<file path="config.mk">
export PLATFORM = sky130hd
export DESIGN_NAME = div_flat
export DESIGN_NICKNAME = d
export VERILOG_FILES = /design/src/rtl/div_if.sv /design/src/rtl/div.sv /design/src/flat_wrapper.sv
export SDC_FILE = /design/constraint.sdc
export NUM_CORES = 1
export LEC_CHECK = 0
export BUFFER_PORTS_ARGS = -buffer_cell sky130_fd_sc_hd__buf_2
export CORE_MARGIN = 2
export CORE_UTILIZATION = 60
export CTS_CLUSTER_SIZE = 28
export DETAILED_ROUTE_END_ITERATION = 10
export GPL_TIMING_DRIVEN = 0
export PLACE_DENSITY = 0.8
export SLEW_MARGIN = 20
export SYNTH_ARGS = -nofsm -noshare
export SYNTH_HDL_FRONTEND = slang
export SYNTH_SLANG_ARGS = --single-unit
</file>
<file path="constraint.sdc">
create_clock -name clk -period 9.5 [get_ports clk]
set_input_delay 1.9 -clock clk [delete_from_list [all_inputs] [get_ports clk]]
set_output_delay 1.9 -clock clk [all_outputs]
set_load 0.05 [all_outputs]
</file>
<file path="src/rtl/div_if.sv">
// Divider request/response bundle between the EX stage (master) and the
// multi-cycle divider (slave).
interface div_if #(
  parameter int DATA_W = 32
);
  logic                  signed_div_i;
  logic [DATA_W-1:0]     opdata1_i;
  logic [DATA_W-1:0]     opdata2_i;
  logic                  start_i;
  logic                  annul_i;
  logic [2*DATA_W-1:0]   result_o;
  logic                  ready_o;

  modport master (
    output signed_div_i, opdata1_i, opdata2_i, start_i, annul_i,
    input  result_o, ready_o
  );

  modport slave (
    input  signed_div_i, opdata1_i, opdata2_i, start_i, annul_i,
    output result_o, ready_o
  );
endinterface

</file>
<file path="src/rtl/div.sv">
// Multi-cycle radix-2 restoring divider for DIV/DIVU.
// Result packs {remainder, quotient}; ready stays high while start is held,
// so the EX stall releases only once the stage has seen the result.
module div #(
  parameter int DATA_W = 32
) (
  input  logic clk,
  input  logic rst,
  div_if.slave bus
);

  localparam int CNT_W = $clog2(DATA_W + 1);
  localparam logic [CNT_W-1:0]  CNT_LAST = CNT_W'(DATA_W);
  localparam logic [CNT_W-1:0]  CNT_ONE  = {{(CNT_W-1){1'b0}}, 1'b1};
  localparam logic [DATA_W-1:0] ONE_W    = {{(DATA_W-1){1'b0}}, 1'b1};

  typedef enum logic [1:0] {
    DIV_FREE    = 2'd0,
    DIV_BY_ZERO = 2'd1,
    DIV_ON      = 2'd2,
    DIV_END     = 2'd3
  } state_t;

  state_t              state, state_nxt;
  logic [2*DATA_W:0]   dividend, dividend_nxt;
  logic [DATA_W-1:0]   divisor, divisor_nxt;
  logic [CNT_W-1:0]    cnt, cnt_nxt;
  logic [2*DATA_W-1:0] result, result_nxt;
  logic                ready, ready_nxt;
  logic [DATA_W:0]     div_temp;

  // Two's-complement negate when cond is set, pass through otherwise.
  function automatic logic [DATA_W-1:0] neg_if(input logic cond, input logic [DATA_W-1:0] v);
    neg_if = cond ? (~v + ONE_W) : v;
  endfunction

  // Magnitude of an operand; only signed operations with MSB set are negated.
  function automatic logic [DATA_W-1:0] abs_val(input logic sgn, input logic [DATA_W-1:0] v);
    abs_val = neg_if(sgn & v[DATA_W-1], v);
  endfunction

  // Trial subtraction of the divisor from the upper partial remainder.
  always_comb begin
    div_temp = {1'b0, dividend[2*DATA_W-1:DATA_W]} - {1'b0, divisor};
  end

  // Next-state and datapath updates for the division FSM.
  always_comb begin
    state_nxt    = state;
    dividend_nxt = dividend;
    divisor_nxt  = divisor;
    cnt_nxt      = cnt;
    result_nxt   = result;
    ready_nxt    = ready;
    case (state)
      DIV_FREE: begin
        ready_nxt  = 1'b0;
        result_nxt = {(2*DATA_W){1'b0}};
        if (bus.start_i && !bus.annul_i) begin
          if (bus.opdata2_i == {DATA_W{1'b0}}) begin
            state_nxt = DIV_BY_ZERO;
          end else begin
            divisor_nxt  = abs_val(bus.signed_div_i, bus.opdata2_i);
            dividend_nxt = {{DATA_W{1'b0}}, abs_val(bus.signed_div_i, bus.opdata1_i), 1'b0};
            cnt_nxt      = {CNT_W{1'b0}};
            state_nxt    = DIV_ON;
          end
        end else begin
          state_nxt = DIV_FREE;
        end
      end
      DIV_BY_ZERO: begin
        dividend_nxt = {(2*DATA_W+1){1'b0}};
        state_nxt    = DIV_END;
      end
      DIV_ON: begin
        if (bus.annul_i) begin
          state_nxt = DIV_FREE;
          cnt_nxt   = {CNT_W{1'b0}};
        end else if (cnt != CNT_LAST) begin
          if (div_temp[DATA_W]) begin
            dividend_nxt = {dividend[2*DATA_W-1:0], 1'b0};
          end else begin
            dividend_nxt = {div_temp[DATA_W-1:0], dividend[DATA_W-1:0], 1'b1};
          end
          cnt_nxt = cnt + CNT_ONE;
        end else begin
          // Sign fix-up re-samples the operands, which EX holds stable.
          dividend_nxt = {
            neg_if(bus.signed_div_i & bus.opdata1_i[DATA_W-1], dividend[2*DATA_W:DATA_W+1]),
            dividend[DATA_W],
            neg_if(bus.signed_div_i & (bus.opdata1_i[DATA_W-1] ^ bus.opdata2_i[DATA_W-1]),
                   dividend[DATA_W-1:0])
          };
          cnt_nxt   = {CNT_W{1'b0}};
          state_nxt = DIV_END;
        end
      end
      DIV_END: begin
        result_nxt = {dividend[2*DATA_W:DATA_W+1], dividend[DATA_W-1:0]};
        ready_nxt  = 1'b1;
        if (!bus.start_i) begin
          state_nxt  = DIV_FREE;
          ready_nxt  = 1'b0;
          result_nxt = {(2*DATA_W){1'b0}};
        end else begin
          state_nxt = DIV_END;
        end
      end
      default: begin
        state_nxt  = DIV_FREE;
        cnt_nxt    = {CNT_W{1'b0}};
        ready_nxt  = 1'b0;
        result_nxt = {(2*DATA_W){1'b0}};
      end
    endcase
  end

  // State and datapath registers with asynchronous active-low reset.
  always_ff @(posedge clk or negedge rst) begin
    if (!rst) begin
      state    <= DIV_FREE;
      dividend <= {(2*DATA_W+1){1'b0}};
      divisor  <= {DATA_W{1'b0}};
      cnt      <= {CNT_W{1'b0}};
      result   <= {(2*DATA_W){1'b0}};
      ready    <= 1'b0;
    end else begin
      state    <= state_nxt;
      dividend <= dividend_nxt;
      divisor  <= divisor_nxt;
      cnt      <= cnt_nxt;
      result   <= result_nxt;
      ready    <= ready_nxt;
    end
  end

  assign bus.result_o = result;
  assign bus.ready_o  = ready;

endmodule

</file>
<file path="src/flat_wrapper.sv">
// flat-port wrapper written by rule: the top's interface ports become plain ports
module div_flat 
#(
  parameter int DATA_W = 32
)
  (clk, rst, bus_signed_div_i, bus_opdata1_i, bus_opdata2_i, bus_start_i, bus_annul_i, bus_result_o, bus_ready_o);
  div_if #(.DATA_W(DATA_W)) bus_i ();
  input  logic clk;
  input  logic rst;
  input wire logic [$bits(bus_i.signed_div_i)-1:0] bus_signed_div_i;
  input wire logic [$bits(bus_i.opdata1_i)-1:0] bus_opdata1_i;
  input wire logic [$bits(bus_i.opdata2_i)-1:0] bus_opdata2_i;
  input wire logic [$bits(bus_i.start_i)-1:0] bus_start_i;
  input wire logic [$bits(bus_i.annul_i)-1:0] bus_annul_i;
  output wire logic [$bits(bus_i.result_o)-1:0] bus_result_o;
  output wire logic [$bits(bus_i.ready_o)-1:0] bus_ready_o;
  assign bus_i.signed_div_i = bus_signed_div_i;
  assign bus_i.opdata1_i = bus_opdata1_i;
  assign bus_i.opdata2_i = bus_opdata2_i;
  assign bus_i.start_i = bus_start_i;
  assign bus_i.annul_i = bus_annul_i;
  assign bus_result_o = bus_i.result_o;
  assign bus_ready_o = bus_i.ready_o;
  div #(.DATA_W(DATA_W)) u_core (.clk(clk), .rst(rst), .bus(bus_i));
endmodule
</file>
==> results.txt, run 1 <==
status -> completed
HP Class -> reg -> reg
worst vdd ir -> 0.142 mV
CP Data Required Time -> 9.79 ns
crit path cell chain -> buf_2 > or4_1 > nor4_1 > nand2_1 > o31ai_4 > a31oi_1 > nand2_1 > clkbuf_1 > o21ai_0
# hold bufs at CTS -> 0
achievable clock frequency -> 0.217 GHz
Finish-stage setup viols -> 0
fin. max-slew vios -> 0
Site Rows -> 51
TritonCTS clock tree -> built
Post-Syn Area -> 12000 sq um
PD cells -> 230 nW/um^2
DPL Wire Length -> 26800 um
post-route setup TNS -> 0 ns
Top FF cell, synth -> dfrtp_1
port buffer count -> 133
most frequent CP cell -> nand2_1
crit path DAT -> 4.90 ns
slowest stage cell, crit path -> or4_1
top cells by count, synth -> nand2_1, o21ai_0, dfrtp_1
GR Overflow Total -> 0
Clock Latency Late Sink -> 0.44 ns
Vias/cell -> 6.19
first-pass GRT wire length -> 57200 um
ant diodes -> 0
final wirelength -> 35600 um
Setup CP Type -> in -> reg
Ys Warns -> 0
syn nets -> 1636
crit path launch type -> input pin
Die Wd -> 146 um
top cells by area, synth -> dfrtp_1, o21ai_0, nand2_1
syn_area_per_cell -> 7.90 sq um
register area share after synthesis -> 35.4%
TritonRoute pass-1 iters -> 6
Rel. slew slack -> 41.8%
H-tree depth -> 4
Gate Count Post-Synth -> 1522
CTS max path bufs -> 2
Tcrit/Tclk final -> 48.6%
CP max FO -> 10
cts repair resizes -> 0
Starting Density -> 61.4%
post-synthesis async set-or-reset flop share -> 100%
Synth top area share -> 35.4%
synth unique cells -> 79
P&R area growth vs syn -> 13.5%
element type at the critical path end -> register
vias in the first global route -> 10600
RSZ-0062 raised after global routing -> false
core area -> 19600 sq um
#FFs+latches synth -> 170
Yosys top cell by area -> dfrtp_1
initial antenna violation count -> 0
CP peak stage delay -> 0.57 ns
worst slew pin tran -> 0.870 ns
clk_skew -> 0.0115 ns
Leakage -> 6.02 nW
WL/cell -> 18.2 um
Post-CTS Setup Bufs -> 0
CTS Buf Count -> 17
CP startpoint -> bus_opdata2_i[7]
RR Startpoint -> u_core.divisor[0]$_DFFE_PN0P_
chip height -> 146 um
layout cell share with drive strength beyond 1 -> 13.0%
Worst-path clk slew -> 0.07 ns
WP depth -> 9
Iter 0 DRT Violations -> 1529
final hold vios -> 0
total number of vias -> 12100
most frequent cell after synthesis -> nand2_1
clock sink total -> 170
Total Routing Usage GR -> 33.4%
R2R depth -> 12
post-route antenna net violation count -> 0
IO Pins -> 134
MaxCap Viol Count -> 0
GP Congestion -> 0.973
Final Power -> 3.13 mW
largest net degree at the start of global routing -> 100
hold path cells -> 2
WP buf/inv -> 2
minimum clock period -> 4.61 ns
DR DRC count -> 0
root buffer cell -> clkbuf_16
area of the die -> 21200 sq um
hold path start -> u_core.bus.result_o[51]$_DFFE_PN0P_
CP top delay family -> simple AND/OR/NAND/NOR gates
Post-layout nets -> 1789
Post-synth EDFFs -> 0
[where the power goes]
| group | leakage, nW | internal [mW] | switching, mW |
|---|---|---|---|
| Sequential | 2.25 | 0.869 | 0.137 |
| Clock | 0.281 | 0.372 | 0.327 |
| Combinational | 3.49 | 0.458 | 0.971 |
| Total | 6.02 | 1.70 | 1.44 |
[worst min-delay path, stage by stage (launching register included)]
cell and delay (ns):
dfrtp_1 0.34, nand2_1 0.05, o21ai_0 0.06
[through the flow]
stage / util [%] / setup WS (ns) / std cells / instance area (sq um) / hold slack, ns
2_1_floorplan: - / 5.24 / 1522 / 12000 / 0.468
3_3_place_gp: 66.5 / 3.94 / 1920 / 13000 / 0.462
3_5_place_dp: 66.7 / 4.51 / 1921 / 13100 / 0.468
4_1_cts: 69.6 / 4.94 / 1953 / 13600 / 0.485
5_1_grt: 69.6 / 4.73 / 1953 / 13600 / 0.500
6_report: 69.6 / 4.89 / 1953 / 13600 / 0.480
[kinds of logic (layout without fill, tap and decap cells)]
kind of cell             after synthesis  count (layout)  synth area share (%)
XOR/XNOR                              91              91                  6.63
flip-flops                           170             170                  35.4
buffers and inverters                158             324                  5.12
multiplexers                          24              24                  2.12
adder cells (fa/ha/maj)               45              45                  4.74
AND/OR/NAND/NOR                      557             557                  21.8
AO/OA/AOI/OAI                        477             477                  24.2
[registers in the layout, summed over array words and instances, names as in the netlist]
name and flops:
u_core.state 2, u_core.bus.ready_o 1, u_core.divisor 32, u_core.bus.result_o 64, u_core.dividend 65, u_core.cnt 6
[cell usage in the layout, fill, tap and decap left out, drive strengths merged, types with 47 or more instances in the layout]
cell type and instances:
clkbuf 95, inv 69, dfrtp 170, a21oi 102, xnor2 47, nand2 255
buf 152, nor2 114, o21ai 209
[path summary, 6_finish.rpt]
check / to / slack, ns
min in group asynchronous: u_core.divisor[9]$_DFFE_PN0P_ / 1.39
max: u_core.dividend[54]$_DFFE_PN0P_ / 4.89
max reg2reg: u_core.dividend[64]$_DFFE_PN0P_ / 5.35
min reg2reg: u_core.bus.result_o[51]$_DFFE_PN0P_ / 0.48
min: u_core.bus.result_o[51]$_DFFE_PN0P_ / 0.48
max in group asynchronous: u_core.dividend[27]$_DFFE_PN0P_ / 7.23
[cell type report]
type	instances	area [sq um]
buffer	96	383
clock buffer	17	425
clock inverter	15	159
fill	1677	5950
inverter	62	233
multi-input combinational	1194	7160
sequential	170	4250
tap	265	332
timing repair buffer	134	703
[metal layers]
layer,global-route usage (%),vias up,share of wire (%)
met5,0,-,0
met3,5.45,81,11
met1,52.7,5509,45
li1,-,5738,-
met4,9.31,0,2.4
met2,47.2,758,41
Note: power is estimated with default switching activity, not from simulation.
==> run 2: changes to the inputs <==
ABC_AREA = 1   (was not set)
clock period = 4.5 ns   (was 9.5 ns; I/O delays follow)
==> run 2 against run 1 <==
Effect of this change:
- cell count rose by 27%
- combinational power up 140%
- global-route usage increased by 5.2 points
- hold slack worse by 0.092 ns
- sequential power up 100%
- non-clock buffer count down 38
- clock-buffer cell count did not move
- first-iteration DRC count up 23%
- flip-flop and latch count is the same
- power grew 130%
- largest cell class unchanged
==> results.txt, run 2 <==
status -> completed
Clock Latency Late Sink -> 0.45 ns (about the same)
PD cells -> 481 nW/um^2 (+110%)
crit path DAT -> 3.20 ns (-1.70 ns)
R2R depth -> 9 (-3)
Ys Warns -> 0 (unchanged)
Site Rows -> 54 (+5.9%)
minimum clock period -> 2.85 ns
pre-CTS setup slack -> 1.41 ns (-3.10 ns)
Worst R2R End -> u_core.dividend[20]$_DFFE_PN0P_
GP Congestion -> 1.02 (+5.0%)
TritonCTS clock tree -> built
achievable clock frequency -> 0.351 GHz
core area -> 21700 sq um (+11%)
R2R setup slack -> 1.65 ns (-3.70 ns)
Post-synth EDFFs -> 0 (unchanged)
register area share after synthesis -> 32.4% (-3.0 points)
worst slew pin tran -> 0.826 ns (-0.0445 ns)
CP startpoint -> u_core.state[0]$_DFFE_PN0P_
final worst setup slack -> 1.65 ns (-3.24 ns)
# hold bufs at CTS -> 0 (unchanged)
Finished Cell Area -> 14800 sq um (+8.8%)
post-synthesis async set-or-reset flop share -> 100% (unchanged)
#FFs+latches synth -> 170 (unchanged)
chip height -> 152 um (+4.4%)
ant diodes -> 0 (unchanged)
CP Data Required Time -> 4.85 ns (-4.94 ns)
Worst-path clk slew -> 0.08 ns (about the same)
FF/Latch Area -> 4250 sq um (unchanged)
syn_area_per_cell -> 6.45 sq um (-18%)
final wirelength -> 45100 um (+27%)
fin util -> 68.4% (-1.2 points)
worst vdd ir -> 0.307 mV (+120%)
first-pass GRT wire length -> 70900 um (+24%)
Top FF cell, synth -> dfrtp_1
Synth top area share -> 32.4% (-3.0 points)
non-filler cells, final -> 2485 (+27%)
top cells by area, synth -> dfrtp_1, nand2_1, o21ai_0
Finish-stage setup viols -> 0 (unchanged)
Fillers -> 1997 (+19%)
Vias/cell -> 5.86 (-5.3%)
Tcrit/Tclk final -> 63.4%
CP max FO -> 10 (unchanged)
Biggest register -> u_core.dividend
fin. max-slew vios -> 0 (unchanged)
element type at the critical path end -> register
vias in the first global route -> 13200 (+24%)
WL/cell -> 18.2 um (-0.32%)
HP Class -> in -> async
root buffer cell -> clkbuf_16
crit path cell chain -> inv_1 > ha_1 > nand2_1 > inv_1 > clkbuf_1 > o211ai_1 > o21ai_0 > nand2_1 > o21ai_0
syn nets -> 2153 (+32%)
Die Wd -> 152 um (+4.4%)
TritonRoute pass-1 iters -> 6 (unchanged)
top cells by count, synth -> nand2_1, inv_1, nor2_1
Iter 0 DRT Violations -> 1874 (+23%)
CTS max path bufs -> 2 (unchanged)
crit path launch type -> register
Post-layout nets -> 2306 (+29%)
cts repair resizes -> 0 (unchanged)
RSZ-0062 raised after global routing -> false
H-tree depth -> 4 (unchanged)
IO Pins -> 134 (unchanged)
CP top delay family -> buffers and inverters
Leakage -> 7.86 nW (+30%)
Starting Density -> 60.6% (-0.76 points)
WP depth -> 9 (unchanged)
MaxCap Viol Count -> 0 (unchanged)
post-route antenna net violation count -> 0 (unchanged)
Rel. slew slack -> 44.5% (+2.8 points)
most frequent cell after synthesis -> nand2_1
footprint of the multi-input gates -> 7670 sq um (+7.2%)
RR Startpoint -> u_core.state[0]$_DFFE_PN0P_
final hold vios -> 0 (unchanged)
CTS Buf Count -> 17 (unchanged)
most frequent cells in the layout -> nand2_1, inv_1, nor2_1, o21ai_0, dfrtp_1
max reg flops -> 65 (unchanged)
Total Routing Usage GR -> 38.6% (+5.2 points)
slowest stage cell, crit path -> clkbuf_1
WP buf/inv -> 3 (+1)
port buffer count -> 133 (unchanged)
DR DRC count -> 0 (unchanged)
crit path to -> u_core.dividend[20]$_DFFE_PN0P_
Post-Syn Area -> 13100 sq um (+9.3%)
P&R area growth vs syn -> 12.9%
Setup CP Type -> reg -> reg
clock sink total -> 170 (unchanged)
total number of vias -> 14600 (+21%)
layout cell share with drive strength beyond 1 -> 10.1% (-2.9 points)
DPL Wire Length -> 35500 um (+33%)
Yosys top cell by area -> dfrtp_1
initial antenna violation count -> 0 (unchanged)
synth unique cells -> 47 (-41%)
Post-CTS Setup Bufs -> 0 (unchanged)
CP peak stage delay -> 0.53 ns (-0.04 ns)
clk_skew -> 0.0101 ns (-0.00142 ns)
DP Area -> 14200 sq um (+8.7%)
most common cell after layout, fill and taps aside -> nand2_1
placed insts -> 2453 (+28%)
area of the die -> 23100 sq um (+9.1%)
largest net degree at the start of global routing -> 99 (-1.0%)
Gate Count Post-Synth -> 2039 (+34%)
GR Overflow Total -> 0 (unchanged)
-- run 2: per-stage QoR --
step | hold slack [ns] | power, mW | TNS [ns]
2_1_floorplan | 0.449 | 4.38 | 0
3_3_place_gp | 0.461 | 5.35 | -0.121
3_5_place_dp | 0.467 | 5.43 | 0
4_1_cts | 0.420 | 7.02 | 0
5_1_grt | 0.439 | 7.58 | 0
6_report | 0.388 | 7.14 | 0
-- run 2: final cells by class --
cell class,instances,area share [%]
plain buffers,58,1.82
clock buffers,17,2.87
clock inverters,15,1.45
inverters,254,6.42
multi-input cells,1557,51.7
flip-flops and latches,170,28.7
well taps,280,2.36
repair buffers,134,4.74
-- run 2: worst min path at each step --
stage,slack [ns],depth (start not counted),start,to
floorplan,0.45,2,u_core.divisor[26]$_DFFE_PN0P_,u_core.divisor[26]$_DFFE_PN0P_
global placement,0.46,2,u_core.bus.result_o[32]$_DFFE_PN0P_,u_core.bus.result_o[32]$_DFFE_PN0P_
detailed placement,0.47,2,u_core.bus.result_o[9]$_DFFE_PN0P_,u_core.bus.result_o[9]$_DFFE_PN0P_
CTS,0.42,1,rst,u_core.bus.result_o[37]$_DFFE_PN0P_
global route,0.44,1,rst,u_core.bus.result_o[40]$_DFFE_PN0P_
finish,0.39,1,rst,u_core.bus.result_o[37]$_DFFE_PN0P_
-- run 2: where the power goes --
part | total [mW] | internal, mW | switching [mW]
sequential | 2.06 | 1.83 | 0.232
combinational | 3.48 | 0.965 | 2.51
clock | 1.60 | 0.818 | 0.780
total | 7.14 | 3.62 | 3.53
-- run 2: logic make-up after synthesis --
kind of cell | share of synthesized area (%)
adder cells (fa/ha/maj) | 4.34
AO/OA/AOI/OAI | 15.0
buffers and inverters | 9.31
flip-flops | 32.4
XOR/XNOR | 4.13
AND/OR/NAND/NOR | 34.9
-- run 2: metal layers --
metal	up-vias	wire length [um]	track usage, %
met2	825	19400	57.6
li1	6936	-	-
met3	84	5200	9.18
met1	6720	19700	57.0
met4	0	889	8.90
met5	-	0	0
